**src/rtl/bci_feat_pkg.sv**
```systemverilog
// Shared definitions for the BCI feature serializer: frame geometry,
// feature ordering inside a frame, and the serializer FSM states.
package bci_feat_pkg;

    localparam int NUM_FEAT = 20;
    localparam int DATA_W   = 32;
    localparam int IDX_W    = 5;

    // Frame order: per band max/min/mean/sum, bands gamma, beta, alpha, theta, delta.
    typedef enum logic [IDX_W-1:0] {
        GAMMA_MAX, GAMMA_MIN, GAMMA_MEAN, GAMMA_SUM,
        BETA_MAX,  BETA_MIN,  BETA_MEAN,  BETA_SUM,
        ALPHA_MAX, ALPHA_MIN, ALPHA_MEAN, ALPHA_SUM,
        THETA_MAX, THETA_MIN, THETA_MEAN, THETA_SUM,
        DELTA_MAX, DELTA_MIN, DELTA_MEAN, DELTA_SUM
    } feat_idx_e;

    typedef enum logic {
        IDLE,
        STREAM
    } state_e;

endpackage

```
**src/rtl/feat_snapshot.sv**
```systemverilog
// Capture register bank: latches a whole feature frame in one cycle and
// serves one word at a time through an indexed read port.
module feat_snapshot
    import bci_feat_pkg::*;
#(
    parameter int NUM_FEAT = bci_feat_pkg::NUM_FEAT,
    parameter int DATA_W   = bci_feat_pkg::DATA_W
) (
    input  logic                       clk,
    input  logic                       rst,
    input  logic                       i_cap,
    input  logic [NUM_FEAT*DATA_W-1:0] i_vec,
    input  logic [IDX_W-1:0]           i_idx,
    output logic [DATA_W-1:0]          o_word
);

    logic [NUM_FEAT-1:0][DATA_W-1:0] r_bank;

    // Snapshot the full frame on capture; otherwise hold so the stream is stable.
    always_ff @(posedge clk or posedge rst) begin
        if (rst)        r_bank <= '0;
        else if (i_cap) r_bank <= i_vec;
    end

    // The serializer never drives an index past NUM_FEAT-1.
    assign o_word = r_bank[i_idx];

endmodule

```
**src/rtl/feature_serializer.sv**
```systemverilog
// Feature serializer: on a rising edge of dwt_valid (with en) snapshots a
// frame of NUM_FEAT signed features and streams them out one word per
// valid/ready transfer. Rises that arrive while a frame is in flight are
// dropped and latched in the sticky overrun flag.
// Optional build macro FEAT_NORM_EN: arithmetic right shift of each output
// word by NORM_SHIFT.
module feature_serializer
    import bci_feat_pkg::*;
#(
    parameter int NUM_FEAT   = bci_feat_pkg::NUM_FEAT,
    parameter int DATA_W     = bci_feat_pkg::DATA_W,
    parameter int NORM_SHIFT = 4
) (
    input  logic                       clk,
    input  logic                       rst,
    input  logic                       en,
    input  logic                       dwt_valid,
    input  logic [NUM_FEAT*DATA_W-1:0] feat_vec,
    output logic [DATA_W-1:0]          feat_data,
    output logic [IDX_W-1:0]           feat_idx,
    output logic                       feat_valid,
    input  logic                       feat_ready,
    output logic                       feat_last,
    output logic                       busy,
    output logic                       overrun
);

`ifdef FEAT_NORM_EN
    localparam int NORM_ON = 1;
`else
    localparam int NORM_ON = 0;
`endif
    localparam int              SHIFT_AMT = NORM_SHIFT * NORM_ON;
    localparam logic [IDX_W-1:0] IDX_LAST = IDX_W'(NUM_FEAT - 1);

    state_e            r_state, w_state_nxt;
    logic              r_dwt_q;
    logic [IDX_W-1:0]  r_idx;
    logic              r_overrun;
    logic              w_rise, w_cap, w_xfer, w_at_last;
    logic [DATA_W-1:0] w_word;

    assign w_rise    = dwt_valid & ~r_dwt_q;
    assign w_at_last = (r_idx == IDX_LAST);

    // Delayed copy of dwt_valid for edge detection; a held-high level yields one rise.
    always_ff @(posedge clk or posedge rst) begin
        if (rst) r_dwt_q <= 1'b0;
        else     r_dwt_q <= dwt_valid;
    end

    // FSM state register.
    always_ff @(posedge clk or posedge rst) begin
        if (rst) r_state <= IDLE;
        else     r_state <= w_state_nxt;
    end

    // Next state plus capture/transfer strobes.
    always_comb begin
        w_state_nxt = r_state;
        w_cap       = 1'b0;
        w_xfer      = 1'b0;
        case (r_state)
            IDLE: begin
                if (w_rise && en) begin
                    w_cap       = 1'b1;
                    w_state_nxt = STREAM;
                end
            end
            STREAM: begin
                if (feat_ready) begin
                    w_xfer = 1'b1;
                    if (w_at_last) w_state_nxt = IDLE;
                end
            end
            default: w_state_nxt = IDLE;
        endcase
    end

    // Word index: cleared on capture, advanced per transfer, parked at 0 after the last word.
    always_ff @(posedge clk or posedge rst) begin
        if (rst)         r_idx <= '0;
        else if (w_cap)  r_idx <= '0;
        else if (w_xfer) r_idx <= w_at_last ? '0 : r_idx + IDX_W'(1);
    end

    // Sticky drop flag: an enabled rise while streaming (including the last-word cycle).
    always_ff @(posedge clk or posedge rst) begin
        if (rst)                                    r_overrun <= 1'b0;
        else if (w_rise && en && r_state == STREAM) r_overrun <= 1'b1;
    end

    feat_snapshot #(
        .NUM_FEAT (NUM_FEAT),
        .DATA_W   (DATA_W)
    ) u_snap (
        .clk    (clk),
        .rst    (rst),
        .i_cap  (w_cap),
        .i_vec  (feat_vec),
        .i_idx  (r_idx),
        .o_word (w_word)
    );

    // A shift of zero leaves the word untouched when normalization is not built in.
    assign feat_data  = DATA_W'($signed(w_word) >>> SHIFT_AMT);
    assign feat_idx   = r_idx;
    assign feat_valid = (r_state == STREAM);
    assign feat_last  = feat_valid & w_at_last;
    assign busy       = (r_state == STREAM);
    assign overrun    = r_overrun;

endmodule

```
**config.mk**
```make
export PLATFORM = sky130hd
export DESIGN_NAME = feature_serializer
export DESIGN_NICKNAME = d
export VERILOG_FILES = /design/src/rtl/bci_feat_pkg.sv /design/src/rtl/feat_snapshot.sv /design/src/rtl/feature_serializer.sv
export SDC_FILE = /design/constraint.sdc
export NUM_CORES = 2
export LEC_CHECK = 0
export ABC_CLOCK_PERIOD_IN_PS = 27200
export CAP_MARGIN = 10
export CORE_AREA = 2 2 269 271
export CTS_CLUSTER_DIAMETER = 150
export DETAILED_ROUTE_END_ITERATION = 10
export DIE_AREA = 0 0 271 273
export PLACE_DENSITY = 0.76
export SETUP_SLACK_MARGIN = 0.5
export SLEW_MARGIN = 20
export SYNTH_ARGS = -nofsm -noshare
export SYNTH_HDL_FRONTEND = slang
export SYNTH_SLANG_ARGS = --single-unit
```
**constraint.sdc**
```tcl
create_clock -name clk -period 27.2 [get_ports clk]
set_clock_uncertainty 0.1 [all_clocks]
set_input_delay 2.72 -clock clk [delete_from_list [all_inputs] [get_ports clk]]
set_output_delay 2.72 -clock clk [all_outputs]
set_load 0.005 [all_outputs]
```
==> impl_results.md <==
- Vias in the first global route: 20860
- Net switching power: 1.526 mW
- Hold buffers post-CTS: 0
- Routed WL per cell: 27.80 um
- Initial Util: 0.4233
- Final setup viols: 0
- Post-DP HPWL: 74140 um
- Initial antenna violation count: 32
- Worst Setup SP: feat_idx[0]
- Startpoint Class: register
- Fin nets: roughly 3200
- Number of distinct library cells after synthesis: 30
- Die Area: approximately 74000 um2
- Clock-pin slew on the worst setup and hold paths: 60 ps
- Clock Power Share: 0.223
- Die width: 271 um
- CP endpoint kind: output pin
- Core Footprint: 71000 um2
- Skew-Pair Late Insertion Delay: between 600 and 700 ps
- H-tree depth: 3
- Post-synth top area share: 0.5396
- Setup CP Type: reg -> out
- Vias: about 19000
- Placed insts: 3398
- Fin Hold WS: about 360 ps
- Worst R2R Start: busy
- Tot GR Track Use: 0.2645
- Internal power: 3.014 mW
- Vias per inst: 5.417
- Bufs on Longest Clock Path: 3
- Number of remaining DRC errors: 0
- Area leader, netlist: dfrtp_1
- 1st-iter DRT viols: 1206
- Max-slew headroom: 0.2743
- Seq/Total Area, Yosys: 0.5396
- Worst slew pin tran: 1086 ps
- Max-slew violations: 0
- CP arrival: 5390 ps
- Syn Nets: around 2500
- Top FF cell, synth: dfrtp_1
- Setup crit end: feat_data[10]
- Area grow syn2layout: 30.62%
- Peak Freq: 121.8 MHz
- Post-Syn Area: 30050 um2
- First-pass GRT wire length: 141700 um
- Post-route cell area: 39250 um2
- Peak supply drop: 0.00007556 V
- Final critical-path share of the clock period: 0.3019
- Crit path required time: 24380 ps
- Min Tclk post-route: 8211 ps
- Ports: 686
- Reg power frac: 0.387
- PwrDens: between 100 and 150 nW/um2
- WL final: 98630 um
- Row count: 98
- Gate power share: 0.391
- Cts bufs inserted: 72
- Routed Antenna Nets: 0
- Gp weighted congestion: approximately 0.88
- Overflow after GRT: 0
- Setup WS post-layout: 18990 ps
- CTS Root Cell: clkbuf_16
- Area after DPL: between 30000 and 40000 um2
- Crit Path Max Fanout: 58
- Clock sinks: between 600 and 700
- Worst Hold Class: reg -> reg
- Path depth of the worst reg2reg path: 5
- Largest net degree at the start of global routing: around 200
- Syn Inst Count: 1879
- Final hold violation count: 0
- Status: finished, final reports clean
- Final setup TNS: 0 ps
- Post-synth EDFFs: 0
- Leakage: between 15 and 20 nW
- Finished Layout Cells: ~3500
- RSZ-0062 raised after global routing: no
- Setup Fix Bufs, Post-CTS: 0
- IO buf count: 685
- TritonRoute pass-1 iters: 5
- Syn_area_per_cell: roughly 16 um2
- Synth area leaders: dfrtp_1 (54%), mux2_2 (24%), mux4_2 (7.2%), mux2i_1 (5.3%), buf_12 (4.0%)
- Switching fraction of total power: 0.3361
- Post-place setup slack: 19490 ps
- Worst R2R Setup Slack: between 20000 and 25000 ps
- Share of cells above drive strength 1: 0.3441
- Yosys warns: 0
- Post-cts sizing count: 0
- CTS tree: done
- Hold Path Cell Cnt: 1
- Synthesis-stage register bit count: approximately 650
- Count leader, synth: dfrtp_1
- Worst R2R End: u_snap.r_bank[148]
- Async set-reset flop share out of synthesis: 1.000
- Die Y: 273 um
- Max_cap viols: 0
- Synth top cells by count: dfrtp_1 (648), mux2_2 (640), mux2i_1 (160), mux4_2 (96), a22oi_1 (64)
layout make-up:
cell class,count,area [um2]
clock buffer,112,2195
fill,5562,31740
antenna,17,42.54
multi-input combinational,1091,12220
tap,950,1189
inverter,1,11.26
sequential,648,16230
clock inverter,20,286.5
timing repair buffer,709,7086
metrics by stage:
step,total power [mW],utilization
after floorplan,2.777,-
after global placement,3.499,0.5169
after detailed placement,3.564,0.5169
after CTS,4.593,0.5518
after global routing,4.771,0.5527
final,4.541,0.5529
sequential cells by signal, summed over array words and instances (netlist names):
| signal | flops |
|---|---|
| u_snap.r_bank | 640 |
| feat_idx | 5 |
| busy | 1 |
| overrun | 1 |
| r_dwt_q | 1 |
power by group through the flow:
stage | Clock, mW | Combinational [mW] | Sequential [mW]
after floorplan | 0 | 1.15 | 1.62
after global placement | 0 | 1.77 | 1.73
after detailed placement | 0 | 1.80 | 1.76
after CTS | 1.03 | 1.81 | 1.75
after global routing | 1.07 | 1.89 | 1.81
final | 1.01 | 1.77 | 1.76
logic make-up after synthesis:
family                   Yosys count  synth area share
AO/OA/AOI/OAI                    105           0.02581
XOR/XNOR                           1         0.0002915
adder cells (fa/ha/maj)            1         0.0004163
buffers and inverters            140           0.05471
flip-flops                       648            0.5396
multiplexers                     896            0.3651
AND/OR/NAND/NOR                   88           0.01407
per-layer routing:
metal | wire length, um | up-vias | part of all wire | GRT usage
met5 | 165 | - | 0.0017 | 0
met3 | 7831 | 155 | 0.079 | 0.07627
met1 | 38080 | 9998 | 0.39 | 0.3201
met2 | 49210 | 733 | 0.50 | 0.4506
li1 | - | 8309 | - | -
met4 | 3343 | 24 | 0.034 | 0.09509
layout by cell type (no fill, tap or decap), types with 4 or more instances in the layout:
master,synthesis,layout
nand2_1,35,35
buf_4,16,20
mux2_2,640,640
o211ai_1,32,32
clkbuf_16,0,74
clkbuf_1,31,18
clkdlybuf4s50_1,0,685
nand3_1,35,35
dfrtp_1,648,645
diode_2,0,17
nor2_1,5,4
clkinv_2,0,6
a22oi_1,64,64
mux4_2,96,96
bufinv_16,0,5
mux2i_1,160,160
clkbuf_8,0,20
worst min-delay path by stage:
stage / from / endpoint / slack [ps]
floorplan: overrun / overrun / 360
global placement: overrun / overrun / 340
detailed placement: overrun / overrun / 350
CTS: overrun / overrun / 360
global route: overrun / overrun / 390
finish: overrun / overrun / 360
critical path: stages (launching register included):
cell             delay [ps]
dfrtp_4                1080
buf_4                   780
buf_4                   810
mux4_2                  670
mux2i_1                 540
o211ai_1                140
clkdlybuf4s50_1         590
Note: power is estimated with default switching activity, not from simulation.
==> edit 1, RTL diff (same settings) <==
Register the output `overrun` once more, without a reset; this adds one clock of latency there. The other outputs are not delayed to match.
--- a/src/rtl/feature_serializer.sv
+++ b/src/rtl/feature_serializer.sv
@@ -108,7 +108,9 @@
     assign feat_valid = (r_state == STREAM);
     assign feat_last  = feat_valid & w_at_last;
     assign busy       = (r_state == STREAM);
-    assign overrun    = r_overrun;
+    always_ff @(posedge clk) begin
+        overrun <= r_overrun;
+    end
 
 endmodule
 
Behaviour: not the same (a bounded check fails within 4 cycles, from zero or initial values and one cycle with rst high).
==> edit 1 against the original RTL <==
Area after synthesis is essentially flat; via count shrank 0.71%; hold slack lost 84 ps; global-route usage shrank 0.31 points; wire length shrank 0.84%; sequential cell count grew 1; synthesized cell count is essentially flat; final cell count is essentially flat; worst setup slack gained 880 ps; die area is the same; final area is essentially flat; sequential share of layout area grew 0.052 points; total power grew 0.83%.
==> edit 1: results (changes against the original RTL) <==
Global routing
  • First-pass GRT wire length: 140 mm (-1.2%)
  • GR Layer Usage met1: 30.1% (-1.9 points)
  • Met2 usage: 42.8% (-2.2 points)
  • Largest net degree at the start of global routing: 188 (-4.1%)

Detailed routing
  • Vias/cell: 5.37 (-0.80%)
  • Wire length per cell: 27.5 um (-0.92%)
  • Met3 wire len: 8.34 mm (+6.5%)
  • Met1 wire length: 36.6 mm (-3.9%)

Placed design
  • Inst Count DP: 3396 (-0.059%)
  • Gpl congestion: 0.882 (+0.34%)
  • Area post-placement: 0.0367 sq mm (about the same)

Pwr
  • Leakage power: 0.0160 uW (-0.16%)
  • Power Dens Cells: 117 mW/mm^2 (+0.83%)
  • IR drop worst, VDD: 96.6 uV (+28%)

Min path
  • Worst min-delay path startpoint: r_overrun
  • Hold path depth: 0 (-1)
  • Hold endpoint: overrun

Synthesis
  • Post-synthesis mux area share: 36.5% (about the same)
  • Distinct cells, synth: 31 (+3.3%)
  • Seq/Total Area, Yosys: 54.0% (about the same)
  • Mapped Cells: 1880 (+0.053%)
  • Synth area leaders: dfrtp_1 (54%), mux2_2 (24%), mux4_2 (7.2%)
  • Net Count, Synth: 2526 (+0.040%)
  • Synth Area in XOR/XNOR: 0.0291% (about the same)
  • Synth Area in Compound Gates: 2.58% (about the same)

Cells and area
  • Layout cells sized above 1: 34.3% (-0.10 points)
  • Final-stage net count: 3167 (-0.063%)
  • Final cell count without fillers: 3551 (+0.085%)

Worst setup path
  • Critical R2R Capture: u_snap.r_bank[102]
  • R2r setup slk: 22350 ps (-80 ps)
  • CP arrival: 4520 ps (-870 ps)
  • CP Max Fanout: 39 (-33%)

Timing
  • Rel. slew slack: 26.7% (-0.69 points)
  • Hold slack: 277 ps (-84.2 ps)

Run status
  • Outcome: finished, final reports clean

Clock network
  • Cts bufs inserted: 73 (+1.4%)
## edit 1: report_power, final
part / internal, uW / switching (uW) / total (uW)
logic: 963 / 854 / 1820
registers: 1450 / 309 / 1760
clock network: 596 / 409 / 1010
total: 3010 / 1570 / 4580
## edit 1: how the worst max path moves through the flow
stage                           start                 end  slack, ps  cells past startpoint
after floorplan                   rst                busy       6220                      1
after global placement      dwt_valid  u_snap.r_bank[196]      19700                      8
after detailed placement    dwt_valid  u_snap.r_bank[209]      19550                      8
after CTS                 feat_idx[0]        feat_data[5]      19770                      5
after global routing      feat_idx[0]        feat_data[8]      19670                      6
final                     feat_idx[0]        feat_data[5]      19870                      5
## edit 1: cell type report
cell class / count / share of cell area, %
repair buffers: 705 / 18.0
multi-input cells: 1091 / 31.1
inverters: 1 / 0.0287
flip-flops and latches: 649 / 41.4
diodes: 27 / 0.172
clock buffers: 107 / 5.55
clock inverters: 21 / 0.676
well taps: 950 / 3.03
==> edit 2, RTL diff (same settings) <==
Made on the original files. Build with the macro `FEAT_NORM_EN` defined.
--- a/src/rtl/feature_serializer.sv
+++ b/src/rtl/feature_serializer.sv
@@ -4,6 +4,8 @@
 // dropped and latched in the sticky overrun flag.
 // Optional build macro FEAT_NORM_EN: arithmetic right shift of each output
 // word by NORM_SHIFT.
+`define FEAT_NORM_EN
+
 module feature_serializer
     import bci_feat_pkg::*;
 #(
Check against the original RTL: not equivalent (a bounded check fails within 4 cycles, from zero or initial values and one cycle with rst high).
==> edit 2 against the original RTL <==
Final area fell by 11%; worst setup slack better by 520 ps; sequential cell count shrank 80; hold slack gained 23 ps; die area is the same; maximum frequency increased by 6.8%; first-iteration DRC count shrank 22%; area after synthesis decreased by 14%; sequential power fell by 13%; critical path depth stayed put; total power fell by 14%; sequential share of layout area fell by 0.40 points; wire length fell by 19%; critical path type unchanged; largest cell class unchanged; highest routed layer unchanged.
==> edit 2: results (changes against the original RTL) <==
Cells and area
  • Filler instances: 5946 (+6.9%)
  • Final cell count without fillers: 3229 (-9.0%)
  • Final-stage net count: 2871 (-9.4%)
  • Reg area: 0.0142 sq mm (-12%)
  • Largest register FFs: 560 (-13%)
  • Layout cells sized above 1: 31.9% (-2.5 points)

Timing
  • Setup WS post-layout: 19510 ps (+522 ps)
  • Final worst-path cycle share: 28.3% (-1.9 points)
  • Hold slack: 384 ps (+22.6 ps)
  • Rel. slew slack: 29.1% (+1.7 points)

Global routing
  • Gr usage total: 21.3% (-5.1 points)
  • Met2 usage: 35.6% (-9.5 points)
  • Met3 Resource Use GR: 6.03% (-1.6 points)
  • First-pass GRT wire length: 117 mm (-17%)
  • Largest net degree at the start of global routing: 193 (-1.5%)
  • Number of global-route vias before repair: 18164 (-13%)
  • Initial antenna violation count: 9 (-72%)
  • GR Layer Usage met1: 26.9% (-5.1 points)

Synthesis
  • Net Count, Synth: 2301 (-8.9%)
  • Synth Area in Compound Gates: 2.76% (+0.18 points)
  • Commonest cells in the netlist: dfrtp_1 (568), mux2_2 (505), mux2i_1 (141), mux4_2 (84), buf_6 (60)
  • Synth area leaders: dfrtp_1 (55%), mux2_2 (22%), mux4_2 (7.3%)
  • Post-synthesis mux area share: 37.0% (+0.51 points)
  • Distinct cells, synth: 31 (+3.3%)
  • Mapped Cells: 1655 (-12%)
  • Seq/Total Area, Yosys: 54.8% (+0.79 points)
  • Area share of fa/ha/maj cells after synthesis: 0.0482% (+0.0066 points)
  • Synth Area in XOR/XNOR: 0% (-0.029 points)

Pwr
  • IR drop worst, VDD: 57.1 uV (-24%)
  • Sw Share: 31.6% (-2.0 points)
  • Leakage power: 0.0141 uW (-12%)

Worst setup path
  • Critical R2R Capture: u_snap.r_bank[441]
  • R2r setup slk: 23800 ps (+1370 ps)
  • Crit-path slowest cell: dfrtp_4
  • Crit-path max cell delay: 980 ps (-100 ps)
  • CP Max Fanout: 48 (-17%)
  • CP arrival: 4870 ps (-520 ps)
  • FF-to-FF path depth: 4 (-1)
  • Setup crit end: feat_data[25]

Clock network
  • Clock buffer depth: 3 (unchanged)
  • CTS resizes: 0 (unchanged)
  • Cts bufs inserted: 67 (-6.9%)
  • Clock root cell: clkbuf_16
  • Skew-Pair Late Insertion Delay: 580 ps (-30 ps)

Detailed routing
  • Met1 wire length: 32.9 mm (-14%)
  • Met3 wire len: 5.63 mm (-28%)
  • Top layer in use: met5
  • Vias/cell: 5.16 (-4.8%)
  • Routed met2 length: 39.3 mm (-20%)
  • Initial DRT Pass Iterations: 5 (unchanged)
  • Drt initial violations: 935 (-22%)
  • Wire length per cell: 24.8 um (-11%)

Min path
  • Hold endpoint: u_snap.r_bank[199]
  • Worst min-delay path startpoint: u_snap.r_bank[199]

Placed design
  • Area post-placement: 0.0324 sq mm (-12%)
  • Post-DP HPWL: 58.0 mm (-22%)
  • Inst Count DP: 3105 (-8.6%)
  • Gpl congestion: 0.840 (-4.5%)
  • Number of buffers added on ports: 605 (-12%)

Run status
  • Outcome: finished, final reports clean
[edit 2: changes by cell type in the layout (fill, tap and decap cells not counted), sizes merged, moves of 8 or more]
cell,before,now
mux2i,160,141
diode,17,4
clkbuf,112,101
mux4,96,84
a22oi,64,56
dfrtp,648,568
clkdlybuf4s50,685,605
mux2,640,560
[edit 2: cell type report]
| type | count | area share, % |
|---|---|---|
| Antenna cell | 4 | 0.0288 |
| Clock buffer | 101 | 5.78 |
| Clock inverter | 18 | 0.785 |
| Inverter | 2 | 0.0432 |
| Multi-Input combinational cell | 960 | 31.0 |
| Sequential cell | 568 | 40.9 |
| Tap cell | 950 | 3.42 |
| Timing Repair Buffer | 626 | 18.1 |
[edit 2: power by group through the flow]
stage	Clock, uW	Sequential [uW]	Combinational [uW]
detailed placement	0	1550	1480
floorplan	0	1420	995
global placement	0	1520	1450
CTS	948	1540	1490
global route	981	1590	1580
finish	925	1540	1460
